### config.mk
export PLATFORM = sky130hd
export DESIGN_NAME = pipe_control
export DESIGN_NICKNAME = d
export VERILOG_FILES = /design/src/rtl/pipe_ctrl_pkg.sv /design/src/rtl/ctrl_decode.sv /design/src/rtl/pipe_control.sv
export SDC_FILE = /design/constraint.sdc
export NUM_CORES = 1
export LEC_CHECK = 0
export CORE_ASPECT_RATIO = 0.7
export CORE_MARGIN = 3
export CORE_UTILIZATION = 48
export CTS_CLUSTER_DIAMETER = 40
export DETAILED_ROUTE_END_ITERATION = 8
export GPL_ROUTABILITY_DRIVEN = 0
export MAX_ROUTING_LAYER = met4
export PLACE_DENSITY_LB_ADDON = 0.1
export SYNTH_ARGS = -nofsm -noshare
export SYNTH_HDL_FRONTEND = slang
export SYNTH_HIERARCHICAL = 1
export SYNTH_SLANG_ARGS = --single-unit
### constraint.sdc
create_clock -name clk -period 3.8 [get_ports clk]
set_clock_uncertainty 0.1 [all_clocks]
set_input_delay 0.38 -clock clk [delete_from_list [all_inputs] [get_ports clk]]
set_output_delay 0.38 -clock clk [all_outputs]
set_load 0.02 [all_outputs]
### src/rtl/pipe_ctrl_pkg.sv
// rtl/pipe_ctrl_pkg.sv - opcodes, ID/EX control bundle bit indices and FSM states for pipe_control
package pipe_ctrl_pkg;

    localparam int CTRL_W = 13;

    localparam logic [4:0] OP_ART  = 5'd0;
    localparam logic [4:0] OP_LOG  = 5'd1;
    localparam logic [4:0] OP_JMP  = 5'd2;
    localparam logic [4:0] OP_BQE  = 5'd3;
    localparam logic [4:0] OP_BNE  = 5'd4;
    localparam logic [4:0] OP_LD   = 5'd5;
    localparam logic [4:0] OP_ST   = 5'd6;
    localparam logic [4:0] OP_CRY  = 5'd7;
    localparam logic [4:0] OP_IMM  = 5'd8;
    localparam logic [4:0] OP_CALL = 5'd9;
    localparam logic [4:0] OP_RET  = 5'd10;

    // Bit 12 is reserved so the bundle keeps its fixed 13-bit layout; it always decodes to 0.
    localparam int CB_REGDST     = 0;
    localparam int CB_REGWRITE   = 1;
    localparam int CB_ALUSRC     = 2;
    localparam int CB_MEMREAD    = 3;
    localparam int CB_MEMWRITE   = 4;
    localparam int CB_MEMTOREG   = 5;
    localparam int CB_BRANCH     = 6;
    localparam int CB_BRANCHTYPE = 7;
    localparam int CB_JUMP       = 8;
    localparam int CB_PUSH       = 9;
    localparam int CB_POP        = 10;
    localparam int CB_RET        = 11;
    localparam int CB_RSVD       = 12;

    typedef enum logic [1:0] {
        RUN   = 2'd0,
        CALL2 = 2'd1,
        RET2  = 2'd2
    } state_e;

    function automatic logic [CTRL_W-1:0] cb(input int idx);
        return {{(CTRL_W-1){1'b0}}, 1'b1} << idx;
    endfunction

endpackage

### src/rtl/ctrl_decode.sv
// rtl/ctrl_decode.sv - combinational opcode to ID/EX control bundle decoder
module ctrl_decode
    import pipe_ctrl_pkg::*;
#(
    parameter int OPW = 5
) (
    input  logic [OPW-1:0]    opcode_i,
    output logic [CTRL_W-1:0] ctrl_o
);

    always_comb begin
        ctrl_o = '0;
        case (opcode_i)
            OPW'(OP_ART),
            OPW'(OP_LOG):  ctrl_o = cb(CB_REGDST) | cb(CB_REGWRITE);
            OPW'(OP_JMP):  ctrl_o = cb(CB_JUMP);
            OPW'(OP_BQE):  ctrl_o = cb(CB_BRANCH);
            OPW'(OP_BNE):  ctrl_o = cb(CB_BRANCH) | cb(CB_BRANCHTYPE);
            OPW'(OP_LD):   ctrl_o = cb(CB_MEMREAD) | cb(CB_MEMTOREG) | cb(CB_REGWRITE) | cb(CB_ALUSRC);
            OPW'(OP_ST):   ctrl_o = cb(CB_MEMWRITE) | cb(CB_ALUSRC);
            OPW'(OP_CRY):  ctrl_o = cb(CB_REGWRITE);
            OPW'(OP_IMM):  ctrl_o = cb(CB_REGWRITE) | cb(CB_ALUSRC);
            OPW'(OP_CALL): ctrl_o = cb(CB_PUSH);
            OPW'(OP_RET):  ctrl_o = cb(CB_POP);
            default:       ctrl_o = '0;
        endcase
    end

endmodule

### src/rtl/pipe_control.sv
// rtl/pipe_control.sv - ID stage control: decode register, CALL/RET sequencer, optional call-depth tracking (CTRL_STACK_CHECK_EN)
module pipe_control
    import pipe_ctrl_pkg::*;
#(
    parameter int OPW   = 5,
    parameter int DEPTH = 8
) (
    input  logic                       clk,
    input  logic                       rst,
    input  logic [OPW-1:0]             opcode_i,
    input  logic                       valid_i,
    input  logic                       hazard_i,
    input  logic                       flush_i,
    output logic [CTRL_W-1:0]          ctrl_o,
    output logic                       ctrl_valid_o,
    output logic                       stall_o,
    output logic [$clog2(DEPTH+1)-1:0] depth_o,
    output logic                       stack_ovf_o,
    output logic                       stack_unf_o
);

    localparam int DW = $clog2(DEPTH+1);

    state_e              state_q, state_d;
    logic [CTRL_W-1:0]   ctrl_q, ctrl_d;
    logic                cvalid_q, cvalid_d;
    logic [CTRL_W-1:0]   dec_ctrl;

    ctrl_decode #(.OPW(OPW)) u_decode (
        .opcode_i (opcode_i),
        .ctrl_o   (dec_ctrl)
    );

    always_comb begin
        state_d  = state_q;
        ctrl_d   = '0;
        cvalid_d = 1'b0;
        if (flush_i) begin
            state_d = RUN;
        end else if (!hazard_i) begin
            case (state_q)
                RUN: begin
                    if (valid_i) begin
                        ctrl_d   = dec_ctrl;
                        cvalid_d = 1'b1;
                        if (dec_ctrl[CB_PUSH])
                            state_d = CALL2;
                        else if (dec_ctrl[CB_POP])
                            state_d = RET2;
                    end
                end
                CALL2: begin
                    ctrl_d   = cb(CB_JUMP);
                    cvalid_d = 1'b1;
                    state_d  = RUN;
                end
                RET2: begin
                    ctrl_d   = cb(CB_RET);
                    cvalid_d = 1'b1;
                    state_d  = RUN;
                end
                default: state_d = RUN;
            endcase
        end
    end

    always_ff @(posedge clk or posedge rst) begin
        if (rst) begin
            state_q  <= RUN;
            ctrl_q   <= '0;
            cvalid_q <= 1'b0;
        end else begin
            state_q  <= state_d;
            ctrl_q   <= ctrl_d;
            cvalid_q <= cvalid_d;
        end
    end

    assign ctrl_o       = ctrl_q;
    assign ctrl_valid_o = cvalid_q;
    assign stall_o      = !rst && ((state_q != RUN) || hazard_i);

`ifdef CTRL_STACK_CHECK_EN
    // push/pop bits of ctrl_d are only ever set when a CALL/RET is actually accepted.
    logic [DW-1:0] depth_q, depth_d;
    logic          ovf_q, ovf_d, unf_q, unf_d;

    always_comb begin
        depth_d = depth_q;
        ovf_d   = ovf_q;
        unf_d   = unf_q;
        if (ctrl_d[CB_PUSH]) begin
            if (depth_q == DW'(DEPTH))
                ovf_d = 1'b1;
            else
                depth_d = depth_q + 1'b1;
        end else if (ctrl_d[CB_POP]) begin
            if (depth_q == '0)
                unf_d = 1'b1;
            else
                depth_d = depth_q - 1'b1;
        end
    end

    always_ff @(posedge clk or posedge rst) begin
        if (rst) begin
            depth_q <= '0;
            ovf_q   <= 1'b0;
            unf_q   <= 1'b0;
        end else begin
            depth_q <= depth_d;
            ovf_q   <= ovf_d;
            unf_q   <= unf_d;
        end
    end

    assign depth_o     = depth_q;
    assign stack_ovf_o = ovf_q;
    assign stack_unf_o = unf_q;
`else
    assign depth_o     = '0;
    assign stack_ovf_o = 1'b0;
    assign stack_unf_o = 1'b0;
`endif

endmodule

; ---- Word-level counts from Yosys, hierarchy flattened
; Memory sizes are Yosys's and may differ from the RTL's.
; Index checks and enable logic that the tools add are counted.
[word_totals]
ff_bits = 16
in_bits = 10
mem_bits_ro = 176
wordCells = 31
output_inout_bits = 21
n_memories = 1
[memory_table]
columns = memory, depth, width, rd, rd_clocked_by_memory_dff, write_ports, line
row1 = (no name shown), 16, 11, 1, 0, 0, ctrl_decode.sv:13  ; case (opcode_i)
[classes]
reduce_logical = 7
n_mux = 15
n_eq_ne = 5
[ops]
columns = op, n
row1 = 13-bit 2-to-1 mux, 4
row2 = 13-bit case mux with 3 select lines, 1
row3 = 2-bit 2-to-1 mux, 6
row4 = "4-bit inequality test, second input constant", 1
row5 = 1-bit 2-to-1 mux, 3
row6 = "3-bit inequality test, second input constant", 1
row7 = 3-bit AND reduction, 1
row8 = "2-bit by 1-bit == test with 1-bit output, second input constant", 1
row9 = "2-bit == test, second input constant", 1
row10 = 2-bit zero test, 1
row11 = "2-bit by 1-bit inequality test with 1-bit output, second input constant", 1
row12 = 1-bit case mux with 2 select lines, 1
row13 = 2-bit nonzero test, 1
row14 = 2-bit OR reduction, 1
row15 = 1-bit logical AND, 1
row16 = 1-bit zero test, 1
row17 = 1-bit logical OR, 1

; ---- Logic depth before layout (Yosys ltp)
; Gate-level depths: netlist of run 1.
; An unclocked memory read counts as a cell.
[logic_depth]
depth_word = 8
mapped_depth = 7
ltp_nobuf = 7

; ---- By module
; Netlist of run 1, hierarchy kept.
[modules_own_cells]
columns = module, instances, cells_each, area_each_um2, seq_area_each_um2
row1 = pipe_control, 1, 61, 683.2, 400.4
row2 = ctrl_decode, 1, 29, 241.5, 0.0

; ---- Least setup slack after synthesis of run 1
; OpenSTA, ideal clock, no wires.
[synth_path]
kind = register to output
startpoint = register state_q[0]
endpoint = output port stall_o
t_required_ns = 3.320
arrival_time_ns = 1.197
path_stages_with_launch = 5
path_buffers = 0
slack_ns = 2.123
path_cell_list = dfrtp_1 > inv_1 > ha_1 > and2b_2 > nor2_1
[synth_via]
elab_chain_cells = 3
[synth_lines]
columns = element, line
row1 = "start, declared", pipe_control.sv:24  ; state_e state_q, state_d;
row2 = "start signal, assigned", pipe_control.sv:73  ; state_q <= state_d;
row3 = 2-bit nonzero test, pipe_control.sv:81  ; assign stall_o = !rst && ((state_q != RUN) || hazard_i);
row4 = 1-bit logical OR, pipe_control.sv:81
row5 = 1-bit logical AND, pipe_control.sv:81
row6 = "end, declared", pipe_control.sv:16  ; output logic stall_o,
; Every way passes these cells.

; ---- Final worst setup path of run 1
; Same ends and word-level chain as after synthesis.

==> results.sh, run 1 <==
export IMPL_status="finished, final reports clean"
export IMPL_worstPathArrival_ns=2.00
export IMPL_clk_pin_slew_ns=0.09
export IMPL_dieHeight_um=42.7
export IMPL_syn_to_final_growth_pct=25.6
export IMPL_worstPathMaxFanout=7
export IMPL_syn_area_um2=925
export IMPL_synth_top_area_share_pct=43.3
export IMPL_htree_levels=1
export IMPL_fin_crit_sh_pct=65.1
export IMPL_register_area_um2=400
export IMPL_synth_warnings=6
export IMPL_async_flop_share_pct=100
export IMPL_drv_slew=0
export IMPL_cts_tree="yes"
export IMPL_multi_input_area_um2=439
export IMPL_synth_edf_count=0
export IMPL_ys_top_cells_by_area="dfrtp_1 (43%), ha_1 (8.1%), and2_1 (7.4%)"
export IMPL_worst_setup_path_start_kind="flop"
export IMPL_fin_ws_ns=1.32
export IMPL_worst_slew_pin_transition_ns=1.12
export IMPL_hpwl_mm=1.17
export IMPL_maxCapViolations=0
export IMPL_grt_pass1_wl_mm=2.49
export IMPL_fillers=129
export IMPL_drive_gt1_share_pct=8.93
export IMPL_start_util_pct=54.5
export IMPL_path_class="reg -> out"
export IMPL_fin_setup_tns_ns=0
export IMPL_grt_pass1_vias=525
export IMPL_ys_top_cells_by_count="dfrtp_1 (16), and2_1 (11), buf_4 (9)"
export IMPL_numPortBuffers=24
export IMPL_post_drt_wl_per_cell_um=12.0
export IMPL_yosysMostFrequentCell="dfrtp_1"
export IMPL_diodes=0
export IMPL_avgSynthCellArea_um2=10.3
export IMPL_synth_top_cell_by_area="dfrtp_1"
export IMPL_p_leak_uw=0.000550
export IMPL_clk_latency_ns=0.27
export IMPL_min_path_type="in -> async"
export IMPL_min_period_ns=2.48
export IMPL_setup_viol=0
export IMPL_vdd_ir_drop_max_v=0.000182
export IMPL_routed_wl_mm=1.59
export IMPL_cts_buffers_inserted=3
export IMPL_grt_antenna_before_repair=0
export IMPL_synth_seq_cells=16
export IMPL_drtIter0Drc=11
export IMPL_max_stage_delay_ns=0.60
export IMPL_route_detailed_drc=0
export IMPL_core_area_mm2=0.00170
export IMPL_worstSetupEndpointType="output port"
export IMPL_clockBufferDepth=2
export IMPL_die_x_um=58.5
export IMPL_cts_setup_buffers=0
export IMPL_p_per_area_mw_per_mm2=286
export IMPL_vias=662
export IMPL_cts_num_sinks=16
export IMPL_total_power_uw=332
export IMPL_hold_worst_slack_ns=0.387
export IMPL_io_pins=31
export IMPL_grt_usage_pct=13.7
export IMPL_postCtsHoldBufs=0
export IMPL_grt_max_degree=17
export IMPL_grt_overflow=0
export IMPL_critPathSlowestCell="clkdlybuf4s50_1"
export IMPL_yosys_most_used_dff="dfrtp_1"
export IMPL_fp_row_count=12
export IMPL_nets=129
export IMPL_post_cts_resized=0
export IMPL_synthCells=90
export IMPL_final_hold_violation_count=0
export IMPL_cts_root_buffer="clkbuf_4"
export IMPL_via_per_inst=4.98
export IMPL_cp_cell_sequence="inv_1 -> ha_1 -> and2b_2 -> nor2_1 -> clkdlybuf4s50_1"
export IMPL_slew_limit_headroom_pct=24.3
export IMPL_required_ns=3.32
export IMPL_max_freq_mhz=404
export IMPL_drt_pass1_iterations=4
export IMPL_dp_slack_ns=1.42
export IMPL_dieArea_mm2=0.00250
export IMPL_ant_nets=0
export IMPL_ys_seq_area_share_pct=43.3
export IMPL_synth_distinct_cells=28
export IMPL_rsz0062_at_grt="false"
==> cells by family (layout without fill, tap and decap cells) <==
family	after synthesis	after routing	synth area share [%]
and+or+nand+nor	39	39	29.2
other	2	8	0.812
AOI/OAI and AO/OA	9	9	5.82
buffers and inverters	17	33	11.6
DFF	16	16	43.3
muxes	1	1	1.08
adders and majority gates	6	6	8.12
==> path summary, 6_finish.rpt <==
check,from,end,depth (start not counted),slack (ns)
setup / recovery,state_q[0],stall_o,5,1.32
hold / removal,rst,ctrl_o[11],2,0.39
setup reg to reg,state_q[1],ctrl_o[0],5,1.64
hold reg to reg,state_q[0],state_q[0],2,0.54
max in group asynchronous,rst,ctrl_o[0],2,2.84
min in group clk,state_q[0],state_q[0],2,0.54
==> critical path: cells and delay by family, from the launching register on <==
family	cells	cell delay, ns
fa+ha+maj	1	0.27
buf+inv	2	0.68
flops	1	0.45
simple gates	2	0.31
==> layout make-up <==
class | count | share of cell area [%]
clock buffer | 4 | 3.13
inverter | 5 | 1.62
tap | 21 | 2.26
timing repair buffer | 24 | 20.7
sequential | 16 | 34.5
multi-input combinational | 63 | 37.8
==> per-stage QoR <==
| step | std cells | utilization (%) | cell area [um2] |
|---|---|---|---|
| 2_1_floorplan | 96 | - | 947 |
| 3_3_place_gp | 129 | 66.3 | 1120 |
| 3_5_place_dp | 129 | 66.3 | 1120 |
| 4_1_cts | 133 | 68.4 | 1160 |
| 5_1_grt | 133 | 68.4 | 1160 |
| 6_report | 133 | 68.4 | 1160 |
==> flip-flops by register name, indices dropped and copies added (netlist names) <==
register / cells
state_q: 2
ctrl_o: 13
ctrl_valid_o: 1
==> metal layers <==
| metal | wire [um] | up-vias | track usage, % |
|---|---|---|---|
| met4 | 22 | 0 | 6.94 |
| met2 | 594 | 29 | 16.0 |
| met3 | 141 | 2 | 1.82 |
| li1 | - | 333 | - |
| met5 | 0 | - | - |
| met1 | 832 | 298 | 21.8 |
==> placed cells by master (no fill, tap or decap), types with 5 or more instances in the layout <==
cell type,Yosys,layout
and2_1,11,11
conb_1,2,8
a21oi_1,5,5
nand2_1,6,6
dfrtp_1,16,16
clkdlybuf4s50_1,0,24
ha_1,6,6
inv_1,5,5
==> power breakdown <==
| group | switching [uW] | internal, uW |
|---|---|---|
| clock | 49.4 | 58.2 |
| combinational | 29.8 | 21.8 |
| sequential | 0.949 | 172 |
(Power assumes the default switching activity.)
==> inputs of run 2 (changes only) <==
CORE_UTILIZATION = 40   (was 48)
clock period = 2.2 ns   (was 3.8 ns; I/O delays follow)
==> results.sh, run 2 (synthesized netlist as in run 1, its figures left out) <==
export IMPL_grt_antenna_before_repair=0
export IMPL_setup_viol=0
export IMPL_nets=134
export IMPL_register_area_um2=402
export IMPL_vdd_ir_drop_max_v=0.000147
export IMPL_drtIter0Drc=14
export IMPL_required_ns=1.88
export IMPL_cp_top_family="flip-flops"
export IMPL_fp_row_count=13
export IMPL_grt_busiest_layer="met2"
export IMPL_cts_setup_buffers=0
export IMPL_fin_crit_sh_pct=94.8
export IMPL_grt_pass1_wl_mm=2.95
export IMPL_worstPathMaxFanout=7
export IMPL_mostFrequentLayoutCell="clkdlybuf4s50_1"
export IMPL_worst_path_buf_inv=2
export IMPL_post_drt_wl_per_cell_um=12.7
export IMPL_critPathSlowestCell="dfrtp_1"
export IMPL_ff2ff_path_depth=5
export IMPL_dp_slack_ns=0.138
export IMPL_grt_max_degree=17
export IMPL_p_leak_uw=0.000569
export IMPL_dieHeight_um=46.2
export IMPL_io_pins=31
export IMPL_clk_pin_slew_ns=0.10
export IMPL_grt_usage_pct=13.6
export IMPL_fin_ws_ns=0.115
export IMPL_htree_levels=1
export IMPL_routed_wl_mm=1.86
export IMPL_worst_setup_path_start_kind="flop"
export IMPL_route_detailed_drc=0
export IMPL_most_common_layout_cells="clkdlybuf4s50_1 (23), dfrtp_1 (15), and2_1 (11)"
export IMPL_min_period_ns=2.08
export IMPL_post_cts_resized=1
export IMPL_fillers=186
export IMPL_ant_nets=0
export IMPL_cts_tree="yes"
export IMPL_worstPathArrival_ns=1.76
export IMPL_postCtsHoldBufs=0
export IMPL_multi_input_area_um2=439
export IMPL_final_cells=146
export IMPL_cts_root_buffer="clkbuf_4"
export IMPL_cp_cell_sequence="inv_1 -> ha_1 -> and2b_2 -> nor2_1 -> dlygate4sd2_1"
export IMPL_via_per_inst=4.71
export IMPL_grt_overflow=0
export IMPL_clockBufferDepth=2
export IMPL_grtUsageMet2_pct=21.8
export IMPL_syn_to_final_growth_pct=29.4
export IMPL_drv_slew=0
export IMPL_core_area_mm2=0.00202
export IMPL_maxCapViolations=0
export IMPL_dp_cells=143
export IMPL_rr_startpoint="state_q[0]"
export IMPL_vias=688
export IMPL_final_hold_violation_count=0
export IMPL_hpwl_mm=1.43
export IMPL_use_met3_pct=0.488
export IMPL_dieArea_mm2=0.00293
export IMPL_max_stage_delay_ns=0.45
export IMPL_rrSetupSlack_ns=0.47
export IMPL_drt_pass1_iterations=4
export IMPL_cts_buffers_inserted=3
export IMPL_min_path_type="in -> async"
export IMPL_rsz0062_at_grt="false"
export IMPL_worst_slew_pin_transition_ns=0.601
export IMPL_start_util_pct=45.8
export IMPL_cts_num_sinks=16
export IMPL_fin_setup_tns_ns=0
export IMPL_status="finished, final reports clean"
export IMPL_die_x_um=63.5
export IMPL_use_met1_pct=18.2
export IMPL_drive_gt1_share_pct=12.9
export IMPL_r2r_end="state_q[1]"
export IMPL_worstSetupEndpointType="output port"
export IMPL_max_freq_mhz=480
export IMPL_numPortBuffers=24
export IMPL_slew_limit_headroom_pct=59.9
export IMPL_p_per_area_mw_per_mm2=456
export IMPL_path_class="reg -> out"
export IMPL_grt_pass1_vias=653
export IMPL_diodes=0
export IMPL_clk_latency_ns=0.28
export IMPL_largest_reg_flops=13
==> run 2: cell count changes in the layout (fill, tap and decap cells not counted) <==
cell | before | now
dlygate4sd2_1 | 0 | 1
dfrtp_2 | 0 | 1
dfrtp_1 | 16 | 15
clkbuf_8 | 1 | 0
buf_4 | 0 | 5
clkdlybuf4s50_1 | 24 | 23
==> run 2: worst max-delay path by stage <==
stage                     slack, ns  depth (start not counted)       to       start
after floorplan                0.68                          4  stall_o  state_q[0]
after global placement         0.18                          5  stall_o  state_q[0]
after detailed placement       0.14                          5  stall_o  state_q[0]
after CTS                      0.09                          5  stall_o  state_q[0]
after global routing           0.03                          5  stall_o  state_q[1]
final                          0.12                          5  stall_o  state_q[1]
==> run 2: per-layer routing <==
metal	part of all wire [%]	wire [um]
met4	1.0	19
met3	4.8	90
met5	0	0
met1	53	980
met2	41	768
==> run 2: per-stage QoR <==
stage | hold WS (ns) | instance area, um2 | util [%] | power, uW
floorplan | 0.0337 | 947 | - | 368
global placement | 0.515 | 1170 | 58.2 | 400
detailed placement | 0.522 | 1170 | 58.2 | 402
CTS | 0.242 | 1190 | 59.2 | 550
global route | 0.280 | 1200 | 59.3 | 568
finish | 0.225 | 1200 | 59.3 | 545
==> run 2: power breakdown <==
| part | switching, uW | internal (uW) | total (uW) |
|---|---|---|---|
| Combinational | 54.4 | 42.3 | 96.7 |
| Sequential | 1.62 | 297 | 299 |
| Clock | 86.0 | 63.4 | 149 |
==> run 2: layout make-up <==
| cell class | count | area share [%] |
|---|---|---|
| multi-input cells | 63 | 36.7 |
| inverters | 5 | 1.57 |
| repair buffers | 29 | 23.1 |
| clock buffers | 3 | 1.88 |
| well taps | 30 | 3.14 |
| flip-flops and latches | 16 | 33.6 |
==> RTL edit: new RTL, flow settings as in run 1 <==
Build with the macro `CTRL_STACK_CHECK_EN` defined.
--- a/src/rtl/pipe_control.sv
+++ b/src/rtl/pipe_control.sv
@@ -1,2 +1,4 @@
 // rtl/pipe_control.sv - ID stage control: decode register, CALL/RET sequencer, optional call-depth tracking (CTRL_STACK_CHECK_EN)
+`define CTRL_STACK_CHECK_EN
+
 module pipe_control
Function: changed (Yosys sat finds a counterexample within 4 cycles, from zero or initial values and one cycle with rst high).
==> RTL edit against run 1 <==
  * Total power grew 93%
  * Sequential cell count is 6 higher
  * Critical path depth grew 6
  * Design area rose by 47%
  * Maximum frequency fell by 16%
  * Sequential power increased by 53%
  * Via count grew 62%
  * Synthesized area is 45% higher
  * First-iteration DRC count increased to 4.6 times the old value
  * Routed wire length up 75%
  * Setup slack got worse by 470 ps
  * Critical endpoint is now depth_o[3]
==> RTL edit: results (changes against run 1) <==
| Metric | Value |
|---|---|
| XOR/XNOR share of the synthesized area | 0.0131 (was 0) |
| GRT Total Usage | 0.175 (was 0.137) |
| Met1 wire length | 1.28 mm (was 832 microns) |
| Root Driver | clkbuf_8 (was clkbuf_4) |
| Placement Setup Slack | 755 ps (was 1420 ps) |
| Number of nets in the layout | 177 (was 129) |
| Crit path DAT | 2980 ps (was 2000 ps) |
| Pre-antenna DRT Iters | 5 (was 4) |
| Vias in the first global route | 1032 (was 525) |
| Top cells by count, synth | 22 x dfrtp_1, 10 x and2_1 (was 16 x dfrtp_1, 11 x and2_1, 9 x buf_4) |
| Adder-cell share of the synthesized area | 0.0898 (was 0.0812) |
| Hpwl dp | 2.01 mm (was 1.17 mm) |
| Met2 wire len | 1.31 mm (was 594 microns) |
| Fin crit share | 0.776 (was 0.651) |
| RR Endpoint | depth_o[3] (was ctrl_o[0]) |
| Outcome | finished, final reports clean (unchanged) |
| Worst path slowest cell | dfrtp_1 (was clkdlybuf4s50_1) |
| Unique masters post-synth | 46 (was 28) |
| R2R cell count | 11 (was 5) |
| GR Util met2 | 0.285 (was 0.160) |
| Avg Cell Area, Syn | 10.4 sq um (was 10.3 sq um) |
| CP Max Fanout | 15 (was 7) |
| Placed cell area | 1640 sq um (was 1120 sq um) |
| Compound-gate portion of the synthesized area | 0.124 (was 0.0582) |
| Largest net degree at the start of global routing | 23 (was 17) |
| M1 GR Usage | 0.215 (was 0.218) |
| Hold WC Path Type | reg -> reg (was in -> async) |
| Vias per std cell | 5.63 (was 4.98) |
| CP max stage delay | 420 ps (was 600 ps) |
-- RTL edit: power breakdown --
group / internal [mW] / leakage (nW) / total [mW] / switching (mW)
Sequential: 0.246 / 0.303 / 0.264 / 0.0184
Combinational: 0.0727 / 0.431 / 0.160 / 0.0870
Clock: 0.141 / 0.0357 / 0.217 / 0.0766
-- RTL edit: how the worst min path moves through the flow --
stage | from | endpoint | slack, ps
2_1_floorplan | rst | ctrl_o[0] | 270
3_3_place_gp | stack_ovf_o | stack_ovf_o | 350
3_5_place_dp | stack_ovf_o | stack_ovf_o | 360
4_1_cts | stack_ovf_o | stack_ovf_o | 380
5_1_grt | stack_ovf_o | stack_ovf_o | 400
6_report | stack_ovf_o | stack_ovf_o | 380
-- RTL edit: cell type report --
type	count	area, sq um
clock inverters	1	30.0
well taps	34	42.5
repair buffers	32	315
flip-flops and latches	22	551
fillers	207	842
inverters	8	30.0
multi-input cells	91	701
clock buffers	3	41.3
